**src/rtl/tabela_sweeper.sv**
```systemverilog
// Sweeps a,b,c through rows 000..111 of a 3-input function, captures s per row and checks it against EXPECTED.
// Optional feature: define TABELA_SWEEP_ABORT_EN to add an abort input that cancels a running sweep.
module tabela_sweeper #(
  parameter logic [7:0]  EXPECTED = 8'b1001_0110,
  parameter int unsigned SETTLE   = 1
) (
  input  logic       clk,
  input  logic       reset,
  input  logic       start,
`ifdef TABELA_SWEEP_ABORT_EN
  input  logic       abort,
`endif
  input  logic       s,
  output logic       a,
  output logic       b,
  output logic       c,
  output logic       busy,
  output logic       done,
  output logic       pass,
  output logic [7:0] captured,
  output logic [7:0] mismatch,
  output logic [3:0] err_count
);

  // A settle time of 0 is treated as 1.
  localparam int unsigned SETTLE_EFF = (SETTLE == 0) ? 1 : SETTLE;
  localparam int unsigned CNT_W      = (SETTLE_EFF > 1) ? $clog2(SETTLE_EFF) : 1;
  localparam logic [CNT_W-1:0] CNT_LAST = CNT_W'(SETTLE_EFF - 1);

  typedef enum logic [1:0] {
    ST_IDLE,
    ST_SETTLE,
    ST_SAMPLE,
    ST_DONE
  } state_t;

  state_t           state_q, state_d;
  logic [2:0]       idx_q, idx_d;
  logic [CNT_W-1:0] cnt_q, cnt_d;
  logic [2:0]       abc_q, abc_d;
  logic             busy_q, busy_d;
  logic             done_q, done_d;
  logic             pass_q, pass_d;
  logic [7:0]       captured_q, captured_d;
  logic [7:0]       mismatch_q, mismatch_d;
  logic [3:0]       err_q, err_d;
  logic             abort_hit;

`ifdef TABELA_SWEEP_ABORT_EN
  assign abort_hit = abort;
`else
  assign abort_hit = 1'b0;
`endif

  function automatic logic [3:0] popcount8(input logic [7:0] v);
    logic [3:0] sum;
    sum = 4'd0;
    for (int i = 0; i < 8; i++) begin
      sum = sum + 4'(v[i]);
    end
    return sum;
  endfunction

  // Next-state and next-output logic.
  always_comb begin
    state_d    = state_q;
    idx_d      = idx_q;
    cnt_d      = cnt_q;
    abc_d      = abc_q;
    busy_d     = busy_q;
    done_d     = 1'b0;
    pass_d     = pass_q;
    captured_d = captured_q;
    mismatch_d = mismatch_q;
    err_d      = err_q;

    case (state_q)
      ST_IDLE: begin
        if (start) begin
          state_d    = ST_SETTLE;
          idx_d      = 3'd0;
          abc_d      = 3'd0;
          cnt_d      = '0;
          captured_d = 8'd0;
          mismatch_d = 8'd0;
          err_d      = 4'd0;
          pass_d     = 1'b0;
          busy_d     = 1'b1;
        end
      end
      ST_SETTLE: begin
        if (abort_hit) begin
          state_d = ST_IDLE;
          abc_d   = 3'd0;
          busy_d  = 1'b0;
        end else if (cnt_q == CNT_LAST) begin
          state_d = ST_SAMPLE;
        end else begin
          cnt_d = cnt_q + CNT_W'(1);
        end
      end
      ST_SAMPLE: begin
        if (abort_hit) begin
          state_d = ST_IDLE;
          abc_d   = 3'd0;
          busy_d  = 1'b0;
        end else begin
          captured_d[idx_q] = s;
          if (idx_q == 3'd7) begin
            // Verdict is formed from the fully captured table on entry to DONE.
            state_d    = ST_DONE;
            done_d     = 1'b1;
            mismatch_d = captured_d ^ EXPECTED;
            err_d      = popcount8(captured_d ^ EXPECTED);
            pass_d     = (captured_d == EXPECTED);
          end else begin
            state_d = ST_SETTLE;
            idx_d   = idx_q + 3'd1;
            abc_d   = idx_q + 3'd1;
            cnt_d   = '0;
          end
        end
      end
      ST_DONE: begin
        state_d = ST_IDLE;
        busy_d  = 1'b0;
      end
      default: begin
        state_d = ST_IDLE;
        busy_d  = 1'b0;
      end
    endcase
  end

  // State and output registers.
  always_ff @(posedge clk) begin
    if (reset) begin
      state_q    <= ST_IDLE;
      idx_q      <= 3'd0;
      cnt_q      <= '0;
      abc_q      <= 3'd0;
      busy_q     <= 1'b0;
      done_q     <= 1'b0;
      pass_q     <= 1'b0;
      captured_q <= 8'd0;
      mismatch_q <= 8'd0;
      err_q      <= 4'd0;
    end else begin
      state_q    <= state_d;
      idx_q      <= idx_d;
      cnt_q      <= cnt_d;
      abc_q      <= abc_d;
      busy_q     <= busy_d;
      done_q     <= done_d;
      pass_q     <= pass_d;
      captured_q <= captured_d;
      mismatch_q <= mismatch_d;
      err_q      <= err_d;
    end
  end

  assign a         = abc_q[2];
  assign b         = abc_q[1];
  assign c         = abc_q[0];
  assign busy      = busy_q;
  assign done      = done_q;
  assign pass      = pass_q;
  assign captured  = captured_q;
  assign mismatch  = mismatch_q;
  assign err_count = err_q;

endmodule
```
**config.mk**
```make
export PLATFORM = sky130hd
export DESIGN_NAME = tabela_sweeper
export DESIGN_NICKNAME = d
export VERILOG_FILES = /design/src/rtl/tabela_sweeper.sv
export SDC_FILE = /design/constraint.sdc
export NUM_CORES = 1
export LEC_CHECK = 0
export ABC_AREA = 1
export ABC_CLOCK_PERIOD_IN_PS = 4770
export BUFFER_PORTS_ARGS = -buffer_cell sky130_fd_sc_hd__buf_4
export CELL_PAD_IN_SITES_DETAIL_PLACEMENT = 0
export CELL_PAD_IN_SITES_GLOBAL_PLACEMENT = 1
export CORE_UTILIZATION = 35
export DETAILED_ROUTE_END_ITERATION = 7
export MAX_ROUTING_LAYER = met4
export PLACE_DENSITY_LB_ADDON = 0.2
export SETUP_SLACK_MARGIN = 0.05
export SLEW_MARGIN = 20
export SYNTH_ARGS = -nofsm -noshare
export SYNTH_HDL_FRONTEND = slang
export SYNTH_SLANG_ARGS = --single-unit
export TNS_END_PERCENT = 20
```
**constraint.sdc**
```tcl
create_clock -name clk -period 4.77 [get_ports clk]
set_clock_uncertainty 0.2 [all_clocks]
set_input_delay 1.431 -clock clk [delete_from_list [all_inputs] [get_ports clk]]
set_output_delay 1.431 -clock clk [all_outputs]
set_load 0.005 [all_outputs]
```
Yosys cells after proc, flatten, opt, wreduce, memory -nomap -nowiden
Cells that the tools add are included.
{ "classes": {"mux": 26, "add_sub_neg": 9, "eq_ne": 9, "bitwise_logic": 3, "order_cmp": 2, "reduce_logical": 12} }
{ "ops": {"columns": ["operator", "n"], "rows": [
  ["$pmux W8 S2", 2],
  ["$add A4 B1 Y4", 4],
  ["$mux W8", 2],
  ["$reduce_and A3 Y1", 3],
  ["$bwmux W8", 1],
  ["$eq A8 B8 Y1 const B", 1],
  ["$mux W4", 2],
  ["$ne A2 B2 Y1 const B", 4],
  ["$pmux W2 S4", 1],
  ["$pmux W4 S2", 1],
  ["$mux W1", 7],
  ["$mux W2", 3],
  ["$mux W3", 2],
  ["$pmux W3 S2", 1],
  ["$reduce_and A2 Y1", 3],
  ["$add A3 B1 Y4", 1],
  ["$eq A2 B2 Y1 const B", 2],
  ["$lt A3 B4 Y1 const B", 1],
  ["$not A4 Y4", 1],
  ["$pmux W1 S2", 2],
  ["$reduce_or A2 Y1", 2],
  ["$add A2 B1 Y3", 1],
  ["$add A3 B1 Y3 const B", 1],
  ["$demux W1 S3", 1],
  ["11 further kinds", 12]
]} }
{ "word_totals": {"register_bits": 29, "word_cells": 70, "out_inout_bits": 26, "input_bits": 4} }

Depth between registers and ports, before layout
{ "logic_depth": {"depth_word": 15, "ltp_mapped": 18, "ltp_nobuf": 17} }

Least setup slack after synthesis
OpenSTA, ideal clock, no wires.
{ "synth_timing": {"path_kind": "input to register", "from": "in s", "to": "reg err_q[1] (netlist: err_count[1])", "path_slack_ps": 229, "required_time_ps": 4501, "stages": 15, "arrival_time_ps": 4272, "setup_ps": 69, "cell_sequence": "inv_1 -> o21ai_1 -> inv_1 -> fa_1 -> inv_1 -> fa_1 -> inv_1 -> fa_1 -> inv_1 -> ha_1 -> inv_1 -> fa_1 -> inv_1 -> nand2_1 -> a21oi_2"} }
{ "synth_via": {"elab_chain_len": 11} }
{ "synth_lines": {"columns": ["element", "line_no", "text"], "rows": [
  ["from (decl)", "13", "input logic s,"],
  ["$bwmux W8 *", "108", "captured_d[idx_q] = s;"],
  ["$not A4 Y4 (no source line)", null, null],
  ["$add A1 B1 Y2", "59", "sum = sum + 4'(v[i]);"],
  ["$add A2 B1 Y3", "59", null],
  ["$add A3 B1 Y4", "59", null],
  ["$add A4 B1 Y4 (3 in a row)", "59", null],
  ["$add A4 B1 Y4 *", "59", null],
  ["$mux W4 *", "109", "if (idx_q == 3'd7) begin"],
  ["$pmux W4 S2 *", "77", "case (state_q)"],
  ["to (signal assigned)", "158", "err_q <= err_d;"],
  ["to (decl)", "46", "logic [3:0] err_q, err_d;"]
]} }
Mark *: on every way between the ends. The rest lies on a longest branch, timed or not. The select of a mux whose other input is x is not followed.
A chain may end at the register's enable or synchronous reset.

Final worst setup path
Ends and elaborated chain as after synthesis.

==> results.json <==
{
  "arrival_ps": 4460,
  "crit_top_cell": "inv_1",
  "syn_inst": 210,
  "drc": 0,
  "p_seq_share_pct": 42.2,
  "synth_common_cells": "nand2_1, dfxtp_1, inv_1",
  "fin_crit_sh_pct": 93.3,
  "cts_max_level": 1,
  "tns_ps": 0,
  "grt_pass1_vias": 1208,
  "use_met2_pct": 22.3,
  "startpoint_type": "primary input",
  "post-cts-setup-buffers": 0,
  "fmax_mhz": 225,
  "synthArstFlopShare_pct": 0,
  "wire_per_inst_um": 12.2,
  "path_buf_inv": 8,
  "timing.rr.end": "err_count[1]",
  "r2r-start": "abc_q[2]",
  "yosysUniqueCellTypes": 27,
  "cp_top_family": "adder cells",
  "r2r_slack_ps": 910,
  "synth.most_common_cell": "nand2_1",
  "synth_nets": 227,
  "dpl.hpwl_um": 2700,
  "drtIter0Drc": 77,
  "yosys_warnings": 0,
  "ys_seq_area_share_pct": 35.4,
  "p_per_area_nw_per_um2": 325,
  "fin_nets": 255,
  "netlist_area_um2": 1580,
  "finalSetupViolCount": 0,
  "critPathMaxFanout": 5,
  "status": "finished, final reports clean",
  "cts.hold.buffers_added": 0,
  "avgSynthCellArea_um2": 7.53,
  "critical-path-slowest-cell": "fa_1",
  "placed_area_um2": 1830,
  "rsz0062_at_grt": "no",
  "clockBufferDepth": 2,
  "top_usage_layer": "met1",
  "final_hold_viol_count": 0,
  "ys_ff_latch": 28,
  "num_io_pins": 30,
  "placed_cells": 285,
  "cts_tree": "built",
  "via_count": 1351,
  "end_kind": "flip-flop",
  "synthTopCellsByArea": "dfxtp_1, nand2_1, ha_1, a21oi_1, inv_1",
  "rows": 24,
  "coreArea_um2": 4350,
  "die_h_um": 69.2,
  "clkLatencyLatePin_ps": 280,
  "viasPerCell": 4.67,
  "r2r_cells": 15,
  "yosysTopAreaCell": "dfxtp_1",
  "io_buffers": 29,
  "cp_data_required_time_ps": 4780,
  "drt-total-wl_um": 3520,
  "clockPowerShare_pct": 30.7,
  "path_cells": "buf_4, inv_1, o21ai_1, inv_1, fa_1, inv_1, fa_1, inv_1, fa_1, inv_1, ha_1, inv_1, fa_1, inv_1, nand2_1, a21oi_2",
  "nFillCells": 455,
  "cts_resized": 0,
  "intPower_uw": 417,
  "firstDrtPassIters": 4,
  "grt-ovfl-total": 0,
  "total_power_uw": 618,
  "grt_pass1_wl_um": 5820,
  "numCtsBuffers": 3,
  "worstHoldStart": "mismatch[7]",
  "hp-class": "flip-flop to flip-flop",
  "grtUsageMet1_pct": 22.6,
  "combinationalPowerShare_pct": 27.1,
  "max_stage_delay_ps": 540,
  "cts_root_buf": "clkbuf_8",
  "slew_headroom_pct": 67.5,
  "leakage_uw": 0.000813,
  "met3_usage_pct": 2.47,
  "ant_nets": 0,
  "synth_flop_cell": "dfxtp_1",
  "maxCapViolations": 0,
  "cts.clk_slew.worst_paths_ps": 90,
  "final_area_um2": 1900,
  "place.gp.congestion": 0.773,
  "path_class": "primary input to flip-flop",
  "fin_crit_ps": 4450,
  "die-width_um": 69.2,
  "area_growth_pct": 20.1,
  "grt_max_degree": 26,
  "slew_violations": 0,
  "synth-edff-count": 0,
  "switchingPower_uw": 201,
  "worst_pin_slew_ps": 486,
  "antenna_found_initial": 0,
  "whs_endpoint": "mismatch[7]",
  "hold_depth": 2,
  "synth.top_cell.area_share_pct": 35.4,
  "initial_core_util_pct": 36.3,
  "p_sw_share_pct": 32.5,
  "diodes": 0,
  "cts.sinks": 28,
  "finalNonFillerCells": 289,
  "drive_above_1_share_pct": 26.6,
  "track_usage_pct": 15.6,
  "dieArea_um2": 4790,
  "peakVddDrop_uv": 184
}
==> cell usage in the layout (no fill, tap or decap) <==
cell	count
inv_1	24
nand2_1	50
bufinv_16	1
nor2_1	12
fa_1	4
o21ai_1	2
inv_2	4
o21ai_2	1
o211ai_1	1
nor3_1	1
nor2_2	1
a21oi_1	18
o21a_1	1
xnor2_1	1
inv_4	2
nand3_1	14
clkbuf_8	3
nand2_4	1
nor2_4	1
nand2_2	9
buf_4	31
a21oi_2	9
nand4_1	4
ha_1	9
o21ai_0	3
a211oi_1	2
dfxtp_1	28
==> state kept, by name, summed over array words and instances (netlist names) <==
name,flops
abc_q,3
captured,8
err_count,4
state_q,2
done,1
pass,1
mismatch,8
busy,1
==> cells by family (layout without fill, tap and decap cells) <==
family	Yosys count	after routing	share of synthesized area, %
flops	28	28	35.4
fa+ha+maj	13	13	12.2
compound gates	37	37	14.7
simple gates	93	93	26.4
xor+xnor	1	1	0.554
buf+inv	38	65	10.7
==> power by group through the flow <==
stage	sequential, uW	combinational, uW	clock (uW)
after global placement	267	170	0
after floorplan	265	134	0
after global routing	263	191	202
after CTS	261	170	194
after detailed placement	266	169	0
final	261	167	190
==> final cells by class <==
class / count / area, um2 / share of cell area, %
multi-input cells: 144 / 852 / 44.9
flip-flops and latches: 28 / 561 / 29.5
repair buffers: 31 / 233 / 12.3
inverters: 30 / 118 / 6.19
well taps: 52 / 65.1 / 3.43
clock buffers: 3 / 41.3 / 2.17
clock inverters: 1 / 30.0 / 1.58
==> worst register-to-register path, cell delays in order (launching register included) <==
cell and delay (ps):
dfxtp_1 580, nand3_1 160, o21ai_1 190, inv_1 80, fa_1 540, inv_1 50, fa_1 470, inv_1 50
fa_1 500, inv_1 40, ha_1 180, inv_1 70, fa_1 400, inv_1 60, nand2_1 60, a21oi_2 150
==> worst max path at each step <==
stage	cells after the start	end	startpoint	slack, ps
after global placement	16	err_count[1]	s	60
after global routing	16	err_count[2]	s	140
final	16	err_count[1]	s	320
after detailed placement	16	err_count[1]	s	40
after CTS	16	err_count[2]	s	310
after floorplan	15	err_count[1]	s	230
==> routing by layer <==
metal | up-vias | wire (um)
li1 | 721 | -
met1 | 598 | 1780
met2 | 28 | 1540
met3 | 4 | 151
met4 | 0 | 43
met5 | - | 0
==> per-stage QoR <==
stage	utilization (%)	hold WS [ps]	setup WS [ps]
CTS	43.6	274	309
global route	43.6	286	137
detailed placement	42.0	257	38.6
finish	43.6	270	322
global placement	42.0	257	58.7
floorplan	-	260	229
No activity file was read; power rests on OpenSTA's default activity.
